## config.mk

```make
export PLATFORM = sky130hd
export DESIGN_NAME = sdr_rx_demux_flat
export DESIGN_NICKNAME = d
export VERILOG_FILES = /design/src/rtl/sdr_pkg.sv /design/src/rtl/sdr_rx_demux_if.sv /design/src/rtl/sdr_axil_regs.sv /design/src/rtl/sdr_rx_demux.sv /design/src/flat_wrapper.sv
export SDC_FILE = /design/constraint.sdc
export NUM_CORES = 1
export LEC_CHECK = 0
export CAP_MARGIN = 20
export CORE_MARGIN = 2
export CORE_UTILIZATION = 52
export CTS_CLUSTER_DIAMETER = 40
export CTS_CLUSTER_SIZE = 16
export DETAILED_ROUTE_END_ITERATION = 8
export PLACE_DENSITY = 0.88
export SETUP_SLACK_MARGIN = 0.1
export SLEW_MARGIN = 20
export SYNTH_ARGS = -nofsm -noshare
export SYNTH_HDL_FRONTEND = slang
export SYNTH_HIERARCHICAL = 1
export SYNTH_SLANG_ARGS = --single-unit
```

## constraint.sdc

```tcl
create_clock -name clk -period 9.24 [get_ports clk]
set_input_delay 1.848 -clock clk [delete_from_list [all_inputs] [get_ports clk]]
set_output_delay 1.848 -clock clk [all_outputs]
set_load 0.03 [all_outputs]
```

## src/rtl/sdr_pkg.sv

```systemverilog
`default_nettype none
// ---------------------------------------------------------------------------
// sdr_pkg : register map, destination encoding and helpers shared by SDR muxes
// rev 1.0
// ---------------------------------------------------------------------------
package sdr_pkg;

  localparam logic [11:0] REG_CTRL        = 12'h000;
  localparam logic [11:0] REG_STATUS      = 12'h004;
  localparam logic [11:0] REG_RX_BYTES    = 12'h010;
  localparam logic [11:0] REG_RX_FRAMES   = 12'h014;
  localparam logic [11:0] REG_DROP_FRAMES = 12'h018;

  typedef enum logic [1:0] {
    DST_DMA  = 2'd0,
    DST_ALT  = 2'd1,
    DST_DROP = 2'd2
  } dst_e;

  localparam logic [0:0] ST_IDLE     = 1'b0;
  localparam logic [0:0] ST_IN_FRAME = 1'b1;

  function automatic dst_e dst_decode(input logic [3:0] sel);
    case (sel)
      4'd0:    return DST_DMA;
      4'd1:    return DST_ALT;
      default: return DST_DROP;
    endcase
  endfunction

  function automatic logic [31:0] popcount(input logic [63:0] v);
    logic [31:0] n;
    n = '0;
    for (int i = 0; i < 64; i++) n = n + {31'd0, v[i]};
    return n;
  endfunction

endpackage
`default_nettype wire

```

## src/rtl/sdr_rx_demux_if.sv

```systemverilog
`default_nettype none
// ---------------------------------------------------------------------------
// sdr_axil_if / sdr_axis_if : AXI4-Lite and AXI-Stream bundles with modports
// rev 1.0
// ---------------------------------------------------------------------------
interface sdr_axil_if #(parameter int ADDR_W = 12);
  logic [ADDR_W-1:0] awaddr;
  logic              awvalid;
  logic              awready;
  logic [31:0]       wdata;
  logic [3:0]        wstrb;
  logic              wvalid;
  logic              wready;
  logic [1:0]        bresp;
  logic              bvalid;
  logic              bready;
  logic [ADDR_W-1:0] araddr;
  logic              arvalid;
  logic              arready;
  logic [31:0]       rdata;
  logic [1:0]        rresp;
  logic              rvalid;
  logic              rready;

  modport master (
    output awaddr, awvalid, wdata, wstrb, wvalid, bready, araddr, arvalid, rready,
    input  awready, wready, bresp, bvalid, arready, rdata, rresp, rvalid
  );
  modport slave (
    input  awaddr, awvalid, wdata, wstrb, wvalid, bready, araddr, arvalid, rready,
    output awready, wready, bresp, bvalid, arready, rdata, rresp, rvalid
  );
endinterface

interface sdr_axis_if #(parameter int BYTES = 8);
  logic [8*BYTES-1:0] tdata;
  logic [BYTES-1:0]   tkeep;
  logic               tvalid;
  logic               tready;
  logic               tlast;

  modport master (output tdata, tkeep, tvalid, tlast, input tready);
  modport slave  (input tdata, tkeep, tvalid, tlast, output tready);
endinterface
`default_nettype wire

```

## src/rtl/sdr_axil_regs.sv

```systemverilog
`default_nettype none
// ---------------------------------------------------------------------------
// sdr_axil_regs : AXI4-Lite slave with CTRL/STATUS and read-only counters
// rev 1.0
// ---------------------------------------------------------------------------
module sdr_axil_regs
  import sdr_pkg::*;
#(
  parameter int AXIL_ADDR_WIDTH = 12,
  parameter int AXIL_DATA_WIDTH = 32
) (
  input  logic        clk,
  input  logic        rst,
  sdr_axil_if.slave   s_axil,
  output logic        o_ctrl_enable,
  output logic [3:0]  o_ctrl_dst_sel,
  input  logic        i_in_frame,
  input  logic        i_running_set,
  input  logic [31:0] i_rx_bytes,
  input  logic [31:0] i_rx_frames,
  input  logic [31:0] i_drop_frames
);

  logic                       r_aw_held;
  logic                       r_w_held;
  logic [AXIL_ADDR_WIDTH-1:0] r_awaddr;
  logic                       r_wd_b0;
  logic [3:0]                 r_wd_sel;
  logic                       r_wstrb0;
  logic                       r_bvalid;
  logic                       r_rvalid;
  logic [AXIL_DATA_WIDTH-1:0] r_rdata;
  logic                       r_enable;
  logic [3:0]                 r_dst_sel;
  logic                       r_running;

  logic                       w_commit;
  logic                       w_wr_ctrl;
  logic                       w_w1c_run;
  logic [15:0]                w_araddr16;
  logic [31:0]                w_rd_mux;

  // AW and W park independently; the write fires once both are parked and B is free
  assign w_commit  = r_aw_held && r_w_held && !r_bvalid;
  assign w_wr_ctrl = w_commit && r_wstrb0 && (r_awaddr[11:0] == REG_CTRL);
  assign w_w1c_run = w_commit && r_wstrb0 && r_wd_b0 && (r_awaddr[11:0] == REG_STATUS);

  always_ff @(posedge clk or posedge rst) begin
    if (rst) begin
      r_aw_held <= 1'b0;
      r_awaddr  <= '0;
      r_w_held  <= 1'b0;
      r_wd_b0   <= 1'b0;
      r_wd_sel  <= 4'd0;
      r_wstrb0  <= 1'b0;
      r_bvalid  <= 1'b0;
    end else begin
      if (s_axil.awvalid && !r_aw_held) begin
        r_aw_held <= 1'b1;
        r_awaddr  <= s_axil.awaddr;
      end else if (w_commit) begin
        r_aw_held <= 1'b0;
      end
      if (s_axil.wvalid && !r_w_held) begin
        r_w_held <= 1'b1;
        r_wd_b0  <= s_axil.wdata[0];
        r_wd_sel <= s_axil.wdata[7:4];
        r_wstrb0 <= s_axil.wstrb[0];
      end else if (w_commit) begin
        r_w_held <= 1'b0;
      end
      if (w_commit) r_bvalid <= 1'b1;
      else if (s_axil.bready) r_bvalid <= 1'b0;
    end
  end

  always_ff @(posedge clk or posedge rst) begin
    if (rst) begin
      r_enable  <= 1'b0;
      r_dst_sel <= 4'd0;
      r_running <= 1'b0;
    end else begin
      if (w_wr_ctrl) begin
        r_enable  <= r_wd_b0;
        r_dst_sel <= r_wd_sel;
      end
      // a beat landing in the same cycle as the W1C keeps RUNNING set
      if (i_running_set) r_running <= 1'b1;
      else if (w_w1c_run) r_running <= 1'b0;
    end
  end

  assign w_araddr16 = 16'(s_axil.araddr);

  always_comb begin
    w_rd_mux = 32'hDEAD_0000 | {16'h0000, w_araddr16};
    case (s_axil.araddr[11:0])
      REG_CTRL:        w_rd_mux = {24'h0, r_dst_sel, 3'b000, r_enable};
      REG_STATUS:      w_rd_mux = {30'h0, i_in_frame, r_running};
      REG_RX_BYTES:    w_rd_mux = i_rx_bytes;
      REG_RX_FRAMES:   w_rd_mux = i_rx_frames;
      REG_DROP_FRAMES: w_rd_mux = i_drop_frames;
      default: ;
    endcase
  end

  always_ff @(posedge clk or posedge rst) begin
    if (rst) begin
      r_rvalid <= 1'b0;
      r_rdata  <= '0;
    end else if (s_axil.arvalid && !r_rvalid) begin
      r_rvalid <= 1'b1;
      r_rdata  <= AXIL_DATA_WIDTH'(w_rd_mux);
    end else if (r_rvalid && s_axil.rready) begin
      r_rvalid <= 1'b0;
    end
  end

  assign s_axil.awready = !r_aw_held;
  assign s_axil.wready  = !r_w_held;
  assign s_axil.bvalid  = r_bvalid;
  assign s_axil.bresp   = 2'b00;
  assign s_axil.arready = !r_rvalid;
  assign s_axil.rvalid  = r_rvalid;
  assign s_axil.rdata   = 32'(r_rdata);
  assign s_axil.rresp   = 2'b00;

  assign o_ctrl_enable  = r_enable;
  assign o_ctrl_dst_sel = r_dst_sel;

endmodule
`default_nettype wire

```

## src/rtl/sdr_rx_demux.sv

```systemverilog
`default_nettype none
// ---------------------------------------------------------------------------
// sdr_rx_demux : routes whole RX frames to DMA, ALT or drop via one output slot
// rev 1.0
// ---------------------------------------------------------------------------
module sdr_rx_demux
  import sdr_pkg::*;
#(
  parameter int AXIL_ADDR_WIDTH = 12,
  parameter int AXIL_DATA_WIDTH = 32,
  parameter int AXIS_BYTES      = 8
) (
  input  logic        clk,
  input  logic        rst,
  sdr_axil_if.slave   s_axil,
  sdr_axis_if.slave   s_axis_rx,
  sdr_axis_if.master  m_axis_dma,
  sdr_axis_if.master  m_axis_alt
);

  localparam int c_DATA_W = 8 * AXIS_BYTES;

  logic                  w_ctrl_enable;
  logic [3:0]            w_ctrl_sel;
  logic [0:0]            r_state;
  logic [0:0]            w_state_next;
  dst_e                  r_act_dst;
  dst_e                  w_cfg_dst;
  dst_e                  w_dst;

  logic [c_DATA_W-1:0]   r_data_q;
  logic [AXIS_BYTES-1:0] r_keep_q;
  logic                  r_last_q;
  dst_e                  r_dst_q;
  logic                  r_valid_q;

  logic                  w_sink_ready;
  logic                  w_can_load;
  logic                  w_tready;
  logic                  w_accept;
  logic                  w_load;
  logic                  w_unload;

  logic [31:0]           r_rx_bytes;
  logic [31:0]           r_rx_frames;
  logic [31:0]           r_drop_frames;

  sdr_axil_regs #(
    .AXIL_ADDR_WIDTH (AXIL_ADDR_WIDTH),
    .AXIL_DATA_WIDTH (AXIL_DATA_WIDTH)
  ) u_regs (
    .clk            (clk),
    .rst            (rst),
    .s_axil         (s_axil),
    .o_ctrl_enable  (w_ctrl_enable),
    .o_ctrl_dst_sel (w_ctrl_sel),
    .i_in_frame     (r_state == ST_IN_FRAME),
    .i_running_set  (w_accept),
    .i_rx_bytes     (r_rx_bytes),
    .i_rx_frames    (r_rx_frames),
    .i_drop_frames  (r_drop_frames)
  );

  // IDLE has no latched destination yet, so CTRL is used live
  assign w_cfg_dst    = dst_decode(w_ctrl_sel);
  assign w_dst        = (r_state == ST_IN_FRAME) ? r_act_dst : w_cfg_dst;
  assign w_sink_ready = (r_dst_q == DST_DMA) ? m_axis_dma.tready :
                        (r_dst_q == DST_ALT) ? m_axis_alt.tready : 1'b0;
  assign w_unload     = r_valid_q && w_sink_ready;
  assign w_can_load   = !r_valid_q || w_sink_ready;
  assign w_accept     = s_axis_rx.tvalid && w_tready;
  assign w_load       = w_accept && (w_dst != DST_DROP);

  always_ff @(posedge clk or posedge rst) begin
    if (rst) begin
      r_state   <= ST_IDLE;
      r_act_dst <= DST_DMA;
    end else begin
      r_state <= w_state_next;
      if (r_state == ST_IDLE && w_accept) r_act_dst <= w_cfg_dst;
    end
  end

  always_comb begin
    w_state_next = r_state;
    case (r_state)
      ST_IDLE:     if (w_accept && !s_axis_rx.tlast) w_state_next = ST_IN_FRAME;
      ST_IN_FRAME: if (w_accept && s_axis_rx.tlast)  w_state_next = ST_IDLE;
      default:     w_state_next = ST_IDLE;
    endcase
  end

  always_comb begin
    w_tready = 1'b0;
    if (r_state == ST_IDLE && !w_ctrl_enable) w_tready = 1'b0;
    else if (w_dst == DST_DROP)               w_tready = 1'b1;
    else                                      w_tready = w_can_load;
  end

  always_ff @(posedge clk or posedge rst) begin
    if (rst) begin
      r_valid_q <= 1'b0;
      r_data_q  <= '0;
      r_keep_q  <= '0;
      r_last_q  <= 1'b0;
      r_dst_q   <= DST_DMA;
    end else if (w_load) begin
      r_valid_q <= 1'b1;
      r_data_q  <= s_axis_rx.tdata;
      r_keep_q  <= s_axis_rx.tkeep;
      r_last_q  <= s_axis_rx.tlast;
      r_dst_q   <= w_dst;
    end else if (w_unload) begin
      r_valid_q <= 1'b0;
    end
  end

  always_ff @(posedge clk or posedge rst) begin
    if (rst) begin
      r_rx_bytes    <= 32'd0;
      r_rx_frames   <= 32'd0;
      r_drop_frames <= 32'd0;
    end else if (w_accept) begin
      r_rx_bytes <= r_rx_bytes + popcount(64'(s_axis_rx.tkeep));
      if (s_axis_rx.tlast && w_dst == DST_DROP) r_drop_frames <= r_drop_frames + 32'd1;
      if (s_axis_rx.tlast && w_dst != DST_DROP) r_rx_frames   <= r_rx_frames + 32'd1;
    end
  end

  assign s_axis_rx.tready  = w_tready;

  assign m_axis_dma.tvalid = r_valid_q && (r_dst_q == DST_DMA);
  assign m_axis_dma.tdata  = r_data_q;
  assign m_axis_dma.tkeep  = r_keep_q;
  assign m_axis_dma.tlast  = r_last_q;
  assign m_axis_alt.tvalid = r_valid_q && (r_dst_q == DST_ALT);
  assign m_axis_alt.tdata  = r_data_q;
  assign m_axis_alt.tkeep  = r_keep_q;
  assign m_axis_alt.tlast  = r_last_q;

endmodule
`default_nettype wire

```

## src/flat_wrapper.sv

```systemverilog
// flat-port wrapper written by rule: the top's interface ports become plain ports
module sdr_rx_demux_flat import sdr_pkg::*;
#(
  parameter int AXIL_ADDR_WIDTH = 12,
  parameter int AXIL_DATA_WIDTH = 32,
  parameter int AXIS_BYTES      = 8
)
  (clk, rst, s_axil_awaddr, s_axil_awvalid, s_axil_wdata, s_axil_wstrb, s_axil_wvalid, s_axil_bready, s_axil_araddr, s_axil_arvalid, s_axil_rready, s_axil_awready, s_axil_wready, s_axil_bresp, s_axil_bvalid, s_axil_arready, s_axil_rdata, s_axil_rresp, s_axil_rvalid, s_axis_rx_tdata, s_axis_rx_tkeep, s_axis_rx_tvalid, s_axis_rx_tlast, s_axis_rx_tready, m_axis_dma_tdata, m_axis_dma_tkeep, m_axis_dma_tvalid, m_axis_dma_tlast, m_axis_dma_tready, m_axis_alt_tdata, m_axis_alt_tkeep, m_axis_alt_tvalid, m_axis_alt_tlast, m_axis_alt_tready);
  sdr_axil_if #(.ADDR_W(12)) s_axil_i ();
  sdr_axis_if #(.BYTES(8)) s_axis_rx_i ();
  sdr_axis_if #(.BYTES(8)) m_axis_dma_i ();
  sdr_axis_if #(.BYTES(8)) m_axis_alt_i ();
  input  logic clk;
  input  logic rst;
  input wire logic [$bits(s_axil_i.awaddr)-1:0] s_axil_awaddr;
  input wire logic [$bits(s_axil_i.awvalid)-1:0] s_axil_awvalid;
  input wire logic [$bits(s_axil_i.wdata)-1:0] s_axil_wdata;
  input wire logic [$bits(s_axil_i.wstrb)-1:0] s_axil_wstrb;
  input wire logic [$bits(s_axil_i.wvalid)-1:0] s_axil_wvalid;
  input wire logic [$bits(s_axil_i.bready)-1:0] s_axil_bready;
  input wire logic [$bits(s_axil_i.araddr)-1:0] s_axil_araddr;
  input wire logic [$bits(s_axil_i.arvalid)-1:0] s_axil_arvalid;
  input wire logic [$bits(s_axil_i.rready)-1:0] s_axil_rready;
  output wire logic [$bits(s_axil_i.awready)-1:0] s_axil_awready;
  output wire logic [$bits(s_axil_i.wready)-1:0] s_axil_wready;
  output wire logic [$bits(s_axil_i.bresp)-1:0] s_axil_bresp;
  output wire logic [$bits(s_axil_i.bvalid)-1:0] s_axil_bvalid;
  output wire logic [$bits(s_axil_i.arready)-1:0] s_axil_arready;
  output wire logic [$bits(s_axil_i.rdata)-1:0] s_axil_rdata;
  output wire logic [$bits(s_axil_i.rresp)-1:0] s_axil_rresp;
  output wire logic [$bits(s_axil_i.rvalid)-1:0] s_axil_rvalid;
  input wire logic [$bits(s_axis_rx_i.tdata)-1:0] s_axis_rx_tdata;
  input wire logic [$bits(s_axis_rx_i.tkeep)-1:0] s_axis_rx_tkeep;
  input wire logic [$bits(s_axis_rx_i.tvalid)-1:0] s_axis_rx_tvalid;
  input wire logic [$bits(s_axis_rx_i.tlast)-1:0] s_axis_rx_tlast;
  output wire logic [$bits(s_axis_rx_i.tready)-1:0] s_axis_rx_tready;
  output wire logic [$bits(m_axis_dma_i.tdata)-1:0] m_axis_dma_tdata;
  output wire logic [$bits(m_axis_dma_i.tkeep)-1:0] m_axis_dma_tkeep;
  output wire logic [$bits(m_axis_dma_i.tvalid)-1:0] m_axis_dma_tvalid;
  output wire logic [$bits(m_axis_dma_i.tlast)-1:0] m_axis_dma_tlast;
  input wire logic [$bits(m_axis_dma_i.tready)-1:0] m_axis_dma_tready;
  output wire logic [$bits(m_axis_alt_i.tdata)-1:0] m_axis_alt_tdata;
  output wire logic [$bits(m_axis_alt_i.tkeep)-1:0] m_axis_alt_tkeep;
  output wire logic [$bits(m_axis_alt_i.tvalid)-1:0] m_axis_alt_tvalid;
  output wire logic [$bits(m_axis_alt_i.tlast)-1:0] m_axis_alt_tlast;
  input wire logic [$bits(m_axis_alt_i.tready)-1:0] m_axis_alt_tready;
  assign s_axil_i.awaddr = s_axil_awaddr;
  assign s_axil_i.awvalid = s_axil_awvalid;
  assign s_axil_i.wdata = s_axil_wdata;
  assign s_axil_i.wstrb = s_axil_wstrb;
  assign s_axil_i.wvalid = s_axil_wvalid;
  assign s_axil_i.bready = s_axil_bready;
  assign s_axil_i.araddr = s_axil_araddr;
  assign s_axil_i.arvalid = s_axil_arvalid;
  assign s_axil_i.rready = s_axil_rready;
  assign s_axil_awready = s_axil_i.awready;
  assign s_axil_wready = s_axil_i.wready;
  assign s_axil_bresp = s_axil_i.bresp;
  assign s_axil_bvalid = s_axil_i.bvalid;
  assign s_axil_arready = s_axil_i.arready;
  assign s_axil_rdata = s_axil_i.rdata;
  assign s_axil_rresp = s_axil_i.rresp;
  assign s_axil_rvalid = s_axil_i.rvalid;
  assign s_axis_rx_i.tdata = s_axis_rx_tdata;
  assign s_axis_rx_i.tkeep = s_axis_rx_tkeep;
  assign s_axis_rx_i.tvalid = s_axis_rx_tvalid;
  assign s_axis_rx_i.tlast = s_axis_rx_tlast;
  assign s_axis_rx_tready = s_axis_rx_i.tready;
  assign m_axis_dma_tdata = m_axis_dma_i.tdata;
  assign m_axis_dma_tkeep = m_axis_dma_i.tkeep;
  assign m_axis_dma_tvalid = m_axis_dma_i.tvalid;
  assign m_axis_dma_tlast = m_axis_dma_i.tlast;
  assign m_axis_dma_i.tready = m_axis_dma_tready;
  assign m_axis_alt_tdata = m_axis_alt_i.tdata;
  assign m_axis_alt_tkeep = m_axis_alt_i.tkeep;
  assign m_axis_alt_tvalid = m_axis_alt_i.tvalid;
  assign m_axis_alt_tlast = m_axis_alt_i.tlast;
  assign m_axis_alt_i.tready = m_axis_alt_tready;
  sdr_rx_demux #(.AXIL_ADDR_WIDTH(AXIL_ADDR_WIDTH), .AXIL_DATA_WIDTH(AXIL_DATA_WIDTH), .AXIS_BYTES(AXIS_BYTES)) u_core (.clk(clk), .rst(rst), .s_axil(s_axil_i), .s_axis_rx(s_axis_rx_i), .m_axis_dma(m_axis_dma_i), .m_axis_alt(m_axis_alt_i));
endmodule
```

### Word level (Yosys, flattened, before mapping)

Index checks and enable logic that the tools add are counted.

| storage, ports and cells | value |
|---|---|
| output and inout port bits | 190 |
| register bits | 235 |
| logic and storage cells | 104 |
| bits of input ports | 143 |

| cells by class | value |
|---|---|
| reductions and logical operators | 41 |
| bitwise logic cells | 1 |
| mux-type cells | 21 |
| equal/unequal tests | 9 |
| add/subtract/negate cells | 10 |

Operators by type and width:

| kind | number |
|---|---|
| adder 32 x 1 -> 32 bit | 6 |
| one-hot mux 32 bit (5 select lines) | 1 |
| adder 32 x 1 -> 32 bit, second input constant | 2 |
| equality test 12 x 5 -> 1 bit, second input constant | 3 |
| adder 32 bit | 1 |
| equality test 12 x 3 -> 1 bit, second input constant | 2 |
| logical NOT 12 bit | 2 |
| logical AND 1 bit | 21 |
| 2-to-1 mux 1 bit | 17 |
| nonzero test 2 bit | 6 |
| logical NOT 1 bit | 7 |
| equality test 4 x 1 -> 1 bit, second input constant | 1 |
| logical NOT 4 bit | 1 |
| one-hot mux 2 bit (2 select lines) | 1 |
| AND reduction 2 bit | 2 |
| adder 1 x 1 -> 2 bit | 1 |
| equality test 2 x 1 -> 1 bit, second input constant | 1 |
| equality test 2 bit, second input constant | 1 |
| logical NOT 2 bit | 1 |
| 2-to-1 mux 2 bit | 1 |
| inequality test 2 bit, second input constant | 1 |
| one-hot mux 1 bit (2 select lines) | 1 |
| logical OR 1 bit | 1 |
| inverter 1 bit | 1 |

### Depth between registers and ports, before layout

Gate-level depths: netlist (run 1).

| logic depth | value |
|---|---|
| depth after elaboration | 10 |
| gate-level depth with buffers | 12 |
| mapped depth without buffers | 12 |

### By module

Netlist (run 1), hierarchy kept.

By module, submodules not included:

| module | times used | cells an instance | sequential area each (um2) | area each (um2) |
|---|---|---|---|---|
| sdr_rx_demux | 1 | 678 | 4,379.2 | 8,232.9 |
| sdr_axil_regs | 1 | 317 | 1,501.4 | 3,294.4 |

### Worst setup path before layout (run 1)

No wires, ideal clock.

| path | value |
|---|---|
| path kind | input to register |
| start | input port s_axis_rx_tkeep[0] |
| end | register u_core.r_rx_bytes[6] |
| arrival | 4,810 ps |
| stages | 12 |
| data required time | 9,116 ps |
| path buffers | 0 |
| library setup time | 124 ps |
| path slack | 4,306 ps |
| path through | fa_1 > inv_1 > fa_1 > fa_1 > fa_1 > inv_1 > fa_1 > a21o_1 > a21oi_1 > a21oi_2 > and4_1 > xor2_1 |

| on the way | value |
|---|---|
| longest elaborated chain between the ends | 8 |

RTL lines:

| item | RTL line | text |
|---|---|---|
| start, declared | flat_wrapper.sv:33 | `input wire logic [$bits(s_axis_rx_i.tkeep)-1:0] s_axis_rx_tkeep;` |
| adder 1 x 1 -> 2 bit | sdr_pkg.sv:34 | `for (int i = 0; i < 64; i++) n = n + {31'd0, v[i]};` |
| adder 32 x 1 -> 32 bit (6 in series) | sdr_pkg.sv:34 |  |
| adder 32 bit | sdr_rx_demux.sv:124 | `r_rx_bytes <= r_rx_bytes + popcount(64'(s_axis_rx.tkeep));` |
| end signal, assigned | sdr_rx_demux.sv:124 |  |
| end, declared | sdr_rx_demux.sv:44 | `logic [31:0] r_rx_bytes;` |

Every way passes these cells.
A chain may end at the register's enable or synchronous reset.

### Final worst setup path (run 1)

| path | value |
|---|---|
| start | input port m_axis_alt_tready |
| end | output port s_axis_rx_tready |

| on the way | value |
|---|---|
| longest elaborated chain between the ends | 5 |

RTL lines:

| item | RTL line | text |
|---|---|---|
| start, declared | flat_wrapper.sv:46 | `input wire logic [$bits(m_axis_alt_i.tready)-1:0] m_axis_alt_tready;` |
| 2-to-1 mux 1 bit | sdr_rx_demux.sv:68 | `(r_dst_q == DST_ALT) ? m_axis_alt.tready : 1'b0;` |
| 2-to-1 mux 1 bit | sdr_rx_demux.sv:67 | `assign w_sink_ready = (r_dst_q == DST_DMA) ? m_axis_dma.tready :` |
| logical OR 1 bit | sdr_rx_demux.sv:70 | `assign w_can_load = !r_valid_q \|\| w_sink_ready;` |
| 2-to-1 mux 1 bit | sdr_rx_demux.sv:96 | `else if (w_dst == DST_DROP) w_tready = 1'b1;` |
| 2-to-1 mux 1 bit | sdr_rx_demux.sv:95 | `if (r_state == ST_IDLE && !w_ctrl_enable) w_tready = 1'b0;` |
| end, declared | flat_wrapper.sv:36 | `output wire logic [$bits(s_axis_rx_i.tready)-1:0] s_axis_rx_tready;` |

Every way passes these cells.

==> flow_summary.json, run 1 <==
{
  "status": "finished clean",
  "hold_buffers": 0,
  "rows": 54,
  "yosysMostFrequentCell": "dfrtp_1",
  "max_slew_margin_pct": 32.3,
  "synth-seq-area-share_pct": 51.0,
  "ioPinCount": 333,
  "post_cts_resized": 0,
  "ys.flop_type": "dfrtp_1",
  "ys_warn_count": 6,
  "whs_ps": 481,
  "worst_pin_slew_ps": 1010,
  "hpwl_um": 19400,
  "leakage_nw": 6.56,
  "finalNetCount": 1383,
  "grt_pass1_wl_um": 46500,
  "totalWireLength_um": 28300,
  "dpl.cell_count": 1471,
  "port_buffers": 298,
  "dr.pass1.iters": 5,
  "worstPathMaxFanout": 8,
  "initial_utilization_pct": 52.8,
  "gr-total-overflow": 0,
  "num_vias": 8577,
  "ant_nets": 0,
  "irDropWorstVdd_v": 0.000238,
  "synth_area_um2": 11500,
  "die_x_um": 153,
  "finalCriticalPeriod_ps": 5720,
  "clock.fmax_ghz": 0.175,
  "wl_per_cell_um": 18.4,
  "fp.dieH_um": 153,
  "cts_tree": "yes",
  "hp-class": "reg -> reg",
  "cp.arrival_ps": 3870,
  "layout.cells.non_filler": 1532,
  "tns_ps": 0,
  "place_congestion": 0.892,
  "rsz0062_at_grt": "false",
  "first_iter_violations": 523,
  "worst-setup-path-type": "in -> out",
  "synth_top_area_share_pct": 51.0,
  "seqCellArea_um2": 5880,
  "numCtsBuffers": 34,
  "clock_path_buffers": 3,
  "diodes": 0,
  "power_frac_comb_pct": 42.3,
  "slew_viol_final": 0,
  "switching_share_pct": 38.2,
  "max_cap_violations": 0,
  "multi_input_comb_area_um2": 4790,
  "cts.sinks": 235,
  "setup_viol": 0,
  "layout-drive-gt1-share_pct": 14.9,
  "grt_pass1_vias": 8787,
  "synth_enable_flop_cells": 0,
  "coreArea_um2": 21800,
  "clk_latency_ps": 510,
  "cp.required_ps": 7390,
  "die-area_um2": 23400,
  "yosys_register_bits": 235,
  "final-hold-violation-count": 0,
  "seqPwrFrac_pct": 30.9,
  "antenna_found_initial": 0,
  "synthCells": 995,
  "pwr-share-clk_pct": 26.7,
  "p_int_mw": 2.94,
  "synth_commonest_cells": "235 x dfrtp_1, 89 x buf_4, 79 x mux2_2",
  "area_delta_synth_final_pct": 32.7,
  "fin_skew_ps": 28.1,
  "finalCritPeriodShare_pct": 61.9,
  "endpoint_kind": "primary output",
  "clk_pin_slew_ps": 60,
  "avgSynthCellArea_um2": 11.6,
  "clockRootBuffer": "clkbuf_16",
  "critPathLaunchType": "input port",
  "fillers": 1500,
  "viasPerCell": 5.60,
  "synth_top_cell_by_area": "dfrtp_1",
  "yosys-top-cells-area": "dfrtp_1 51%, mux2_2 7.7%, buf_4 5.8%, xnor2_1 4.8%, mux2i_1 2.7%",
  "post_cts_buffers": 0,
  "p_sw_mw": 1.81,
  "drc": 0,
  "htree_levels": 2,
  "ys_types": 66,
  "track_usage_pct": 24.2,
  "powerDensity_nw_per_um2": 311,
  "async_reset_ff_share_pct": 100,
  "grt_max_degree": 78
}
[critical path: stages]
cell             delay [ps]
clkdlybuf4s50_1         450
mux2i_1                 100
o21ai_1                 530
nor2_1                  130
nor2_1                  120
clkdlybuf4s50_1         690
[final timing paths]
path	start	endpoint	cells past startpoint	slack, ps
max in group asynchronous	rst	u_core/m_axis_alt.tdata[51]$_DFFE_PP0P_	3	6200
hold reg to reg	u_core/r_rx_bytes[31]$_DFFE_PP0P_	u_core/r_rx_bytes[31]$_DFFE_PP0P_	1	480
min in group asynchronous	rst	u_core/m_axis_alt.tdata[25]$_DFFE_PP0P_	2	1890
setup reg to reg	u_core/r_rx_bytes[0]$_DFFE_PP0P_	u_core/r_rx_bytes[10]$_DFFE_PP0P_	11	6000
setup / recovery	m_axis_alt_tready	s_axis_rx_tready	6	3520
hold / removal	u_core/r_rx_bytes[31]$_DFFE_PP0P_	u_core/r_rx_bytes[31]$_DFFE_PP0P_	1	480
[flip-flops by register name (all words and copies together), names as in the netlist, 2 cells and up, named ones only]
name / flops
u_core/m_axis_alt.tdata: 64
u_core/m_axis_alt.tkeep: 8
u_core/r_act_dst: 2
u_core/r_drop_frames: 32
u_core/r_dst_q: 2
u_core/r_rx_bytes: 32
u_core/r_rx_frames: 32
u_core/u_regs/o_ctrl_dst_sel: 4
u_core/u_regs/r_awaddr: 12
u_core/u_regs/r_wd_sel: 4
u_core/u_regs/s_axil.rdata: 32
[through the flow]
step	util (%)	instance area, um2	worst slack, ps	power, mW
floorplan	-	11500	2650	2.84
global placement	64.9	14200	3590	3.44
detailed placement	64.9	14200	3570	3.50
CTS	70.1	15300	3560	4.79
global route	70.1	15300	3460	4.96
finish	70.1	15300	3520	4.75
[area by class of cell]
class,instances,area share (%)
Clock buffer,38,5.93
Sequential cell,235,38.5
Timing Repair Buffer,308,20.0
Clock inverter,23,1.44
Tap cell,280,2.29
Inverter,24,0.622
Multi-Input combinational cell,624,31.3
[cell usage in the layout, fill, tap and decap left out, types with 14 or more instances in the layout]
master           count
and3_1              25
nand3_1             35
xnor2_1             63
dfrtp_1            235
inv_1               22
nand4_1             25
nor2_1              56
clkdlybuf4s50_1    297
a21oi_1             16
clkbuf_16           35
mux2_2              79
xor2_1              28
o21ai_0             14
o2bb2ai_1           16
mux2i_1             31
nand2_1             57
mux2_1              25
[power by group through the flow]
stage | Sequential [mW] | Clock (mW) | Combinational, mW
floorplan | 1.79 | 0 | 1.05
global placement | 1.47 | 0 | 1.98
detailed placement | 1.48 | 0 | 2.02
CTS | 1.47 | 1.29 | 2.03
global route | 1.51 | 1.34 | 2.11
finish | 1.47 | 1.27 | 2.01
[layer usage]
layer / GRT usage [%] / up-vias / share of wire (%)
met5: 0 / - / 0
met4: 7.58 / 0 / 2.3
met3: 5.19 / 55 / 7.3
met2: 41.1 / 408 / 50
met1: 31.4 / 4221 / 41
li1: - / 3893 / -
[cells by family (layout without fill, tap and decap cells)]
group	count (synthesis)	count (layout)	synth area share (%)
xor+xnor	91	91	6.91
fa+ha+maj	13	13	1.74
mux	135	135	12.9
other cells	1	4	0.0325
compound gates	109	109	7.14
flops	235	235	51.0
simple gates	272	272	12.6
buf+inv	139	393	7.66
(Power assumes the default switching activity.)
==> inputs of run 2 (changes only) <==
--- a/config.mk
+++ b/config.mk
@@ -7,11 +7,11 @@
 export LEC_CHECK = 0
 export CAP_MARGIN = 20
 export CORE_MARGIN = 2
-export CORE_UTILIZATION = 52
+export CORE_UTILIZATION = 48
 export CTS_CLUSTER_DIAMETER = 40
 export CTS_CLUSTER_SIZE = 16
 export DETAILED_ROUTE_END_ITERATION = 8
-export PLACE_DENSITY = 0.88
+export PLACE_DENSITY = 0.83
 export SETUP_SLACK_MARGIN = 0.1
 export SLEW_MARGIN = 20
 export SYNTH_ARGS = -nofsm -noshare
==> constraint.sdc (replaced) <==
create_clock -name clk -period 5.75 [get_ports clk]
set_input_delay 1.15 -clock clk [delete_from_list [all_inputs] [get_ports clk]]
set_output_delay 1.15 -clock clk [all_outputs]
set_load 0.03 [all_outputs]
==> flow_summary.json, run 2 (synthesis gave the netlist of run 1 again) <==
{
  "status": "finished clean",
  "post_cts_resized": 0,
  "dpl.cell_count": 1510,
  "fin_ws_ps": 1240,
  "clockRootBuffer": "clkbuf_16",
  "leakage_nw": 6.62,
  "dpl_worst_slack_ps": 792,
  "critPathLaunchType": "input port",
  "numCtsBuffers": 35,
  "worst_pin_slew_ps": 1000,
  "endpoint_kind": "register",
  "ant_nets": 0,
  "clk_pin_slew_ps": 50,
  "worstHoldStart": "u_core/r_rx_frames[31]$_DFFE_PP0P_",
  "diodes": 0,
  "first_iter_violations": 464,
  "slew_viol_final": 0,
  "htree_levels": 2,
  "gr-total-overflow": 0,
  "die_x_um": 159,
  "final_common_cell": "clkdlybuf4s50_1",
  "irDropWorstVdd_v": 0.000535,
  "hp-class": "reg -> reg",
  "cp_top_family": "adder cells",
  "setup_viol": 0,
  "post_cts_buffers": 0,
  "port_buffers": 298,
  "hpwl_um": 19800,
  "initial_utilization_pct": 49.0,
  "fp.dieH_um": 159,
  "totalWireLength_um": 27600,
  "antenna_found_initial": 0,
  "largest_reg_flops": 64,
  "powerDensity_nw_per_um2": 504,
  "fin_skew_ps": 25.1,
  "cp_common_cell": "fa_1",
  "coreArea_um2": 23500,
  "finalNetCount": 1384,
  "clk_latency_ps": 500,
  "cts.sinks": 235,
  "max_slew_margin_pct": 32.9,
  "path_cells": "clkdlybuf4s50_1 -> fa_1 -> inv_1 -> fa_1 -> fa_1 -> fa_1 -> nand2b_1 -> a21oi_1 -> o221ai_1 -> nor3_1 -> xnor2_1",
  "finalCritPeriodShare_pct": 78.4,
  "grt_pass1_vias": 8358,
  "grt_pass1_wl_um": 44200,
  "die-area_um2": 25300,
  "hold_buffers": 0,
  "wl_per_cell_um": 17.5,
  "worstPathMaxFanout": 4,
  "worst-setup-path-type": "in -> reg",
  "critPathBufInv": 2,
  "rsz0062_at_grt": "false",
  "max_cap_violations": 0,
  "clock_path_buffers": 3,
  "viasPerCell": 5.31,
  "max_stage_delay_ps": 550,
  "dr.pass1.iters": 5,
  "final-hold-violation-count": 0,
  "cp-startpoint": "s_axis_rx_tkeep[0]",
  "track_usage_pct": 21.3,
  "cts_tree": "yes",
  "rrSetupSlack_ps": 2510,
  "num_vias": 8348,
  "ioPinCount": 333,
  "cp.arrival_ps": 4910,
  "clock.fmax_ghz": 0.222,
  "rows": 56,
  "place_congestion": 0.801,
  "fillers": 1854,
  "layout-drive-gt1-share_pct": 14.5,
  "grt_max_degree": 176,
  "layout.cells.non_filler": 1571,
  "cp.required_ps": 6150,
  "worstReg2RegStart": "u_core/r_rx_bytes[0]$_DFFE_PP0P_",
  "tns_ps": 0,
  "area_delta_synth_final_pct": 34.0,
  "postLayoutCoreUtil_pct": 65.6,
  "finalCriticalPeriod_ps": 4510,
  "cp_slowest_cell": "fa_1",
  "drc": 0,
  "final_cell_mix": "297 x clkdlybuf4s50_1, 235 x dfrtp_1, 79 x mux2_2"
}
[run 2: worst register-to-register path: cells and delay by family, from the launching register on]
family | cells | cell delay [ps]
fa+ha+maj | 3 | 1360
compound gates | 2 | 730
simple gates | 2 | 470
flops | 1 | 370
xor+xnor | 1 | 150
buf+inv | 1 | 70
[run 2: per-layer routing]
layer	GRT usage [%]	vias up	wire, um
met4	7.44	0	720
met2	36.5	259	14000
li1	-	3894	-
met1	27.7	4142	11600
met3	3.49	53	1250
met5	0	-	0
[run 2: layout make-up]
| cell class | count | area (um2) | area share, % |
|---|---|---|---|
| clock buffer | 47 | 1000 | 6.50 |
| clock inverter | 14 | 214 | 1.39 |
| inverter | 24 | 93.8 | 0.608 |
| multi-input combinational | 624 | 4780 | 31.0 |
| sequential | 235 | 5880 | 38.1 |
| tap | 319 | 399 | 2.58 |
| timing repair buffer | 308 | 3070 | 19.9 |
[run 2: worst paths after layout]
check,to,cells past startpoint
max,u_core/r_rx_bytes[21]$_DFFE_PP0P_,11
min,u_core/r_rx_frames[31]$_DFFE_PP0P_,1
max reg2reg,u_core/r_rx_bytes[21]$_DFFE_PP0P_,9
max in group asynchronous,u_core/m_axis_alt.tlast$_DFFE_PP0P_,3
min in group asynchronous,u_core/u_regs/s_axil.rdata[21]$_DFFE_PP0P_,2
min reg2reg,u_core/r_rx_frames[31]$_DFFE_PP0P_,1
[run 2: power by group]
group | switching [mW] | internal [mW] | total (mW) | leakage [nW]
combinational | 1.80 | 1.42 | 3.22 | 3.06
clock | 0.733 | 1.45 | 2.18 | 0.588
sequential | 0.332 | 2.05 | 2.38 | 2.97
total | 2.86 | 4.92 | 7.78 | 6.62
[run 2: metrics by stage]
| stage | power, mW | cell area [um2] | hold slack (ps) |
|---|---|---|---|
| 2_1_floorplan | 4.57 | 11500 | 441 |
| 3_3_place_gp | 5.57 | 14200 | 460 |
| 3_5_place_dp | 5.65 | 14200 | 463 |
| 4_1_cts | 7.88 | 15400 | 474 |
| 5_1_grt | 8.11 | 15400 | 499 |
| 6_report | 7.78 | 15400 | 470 |
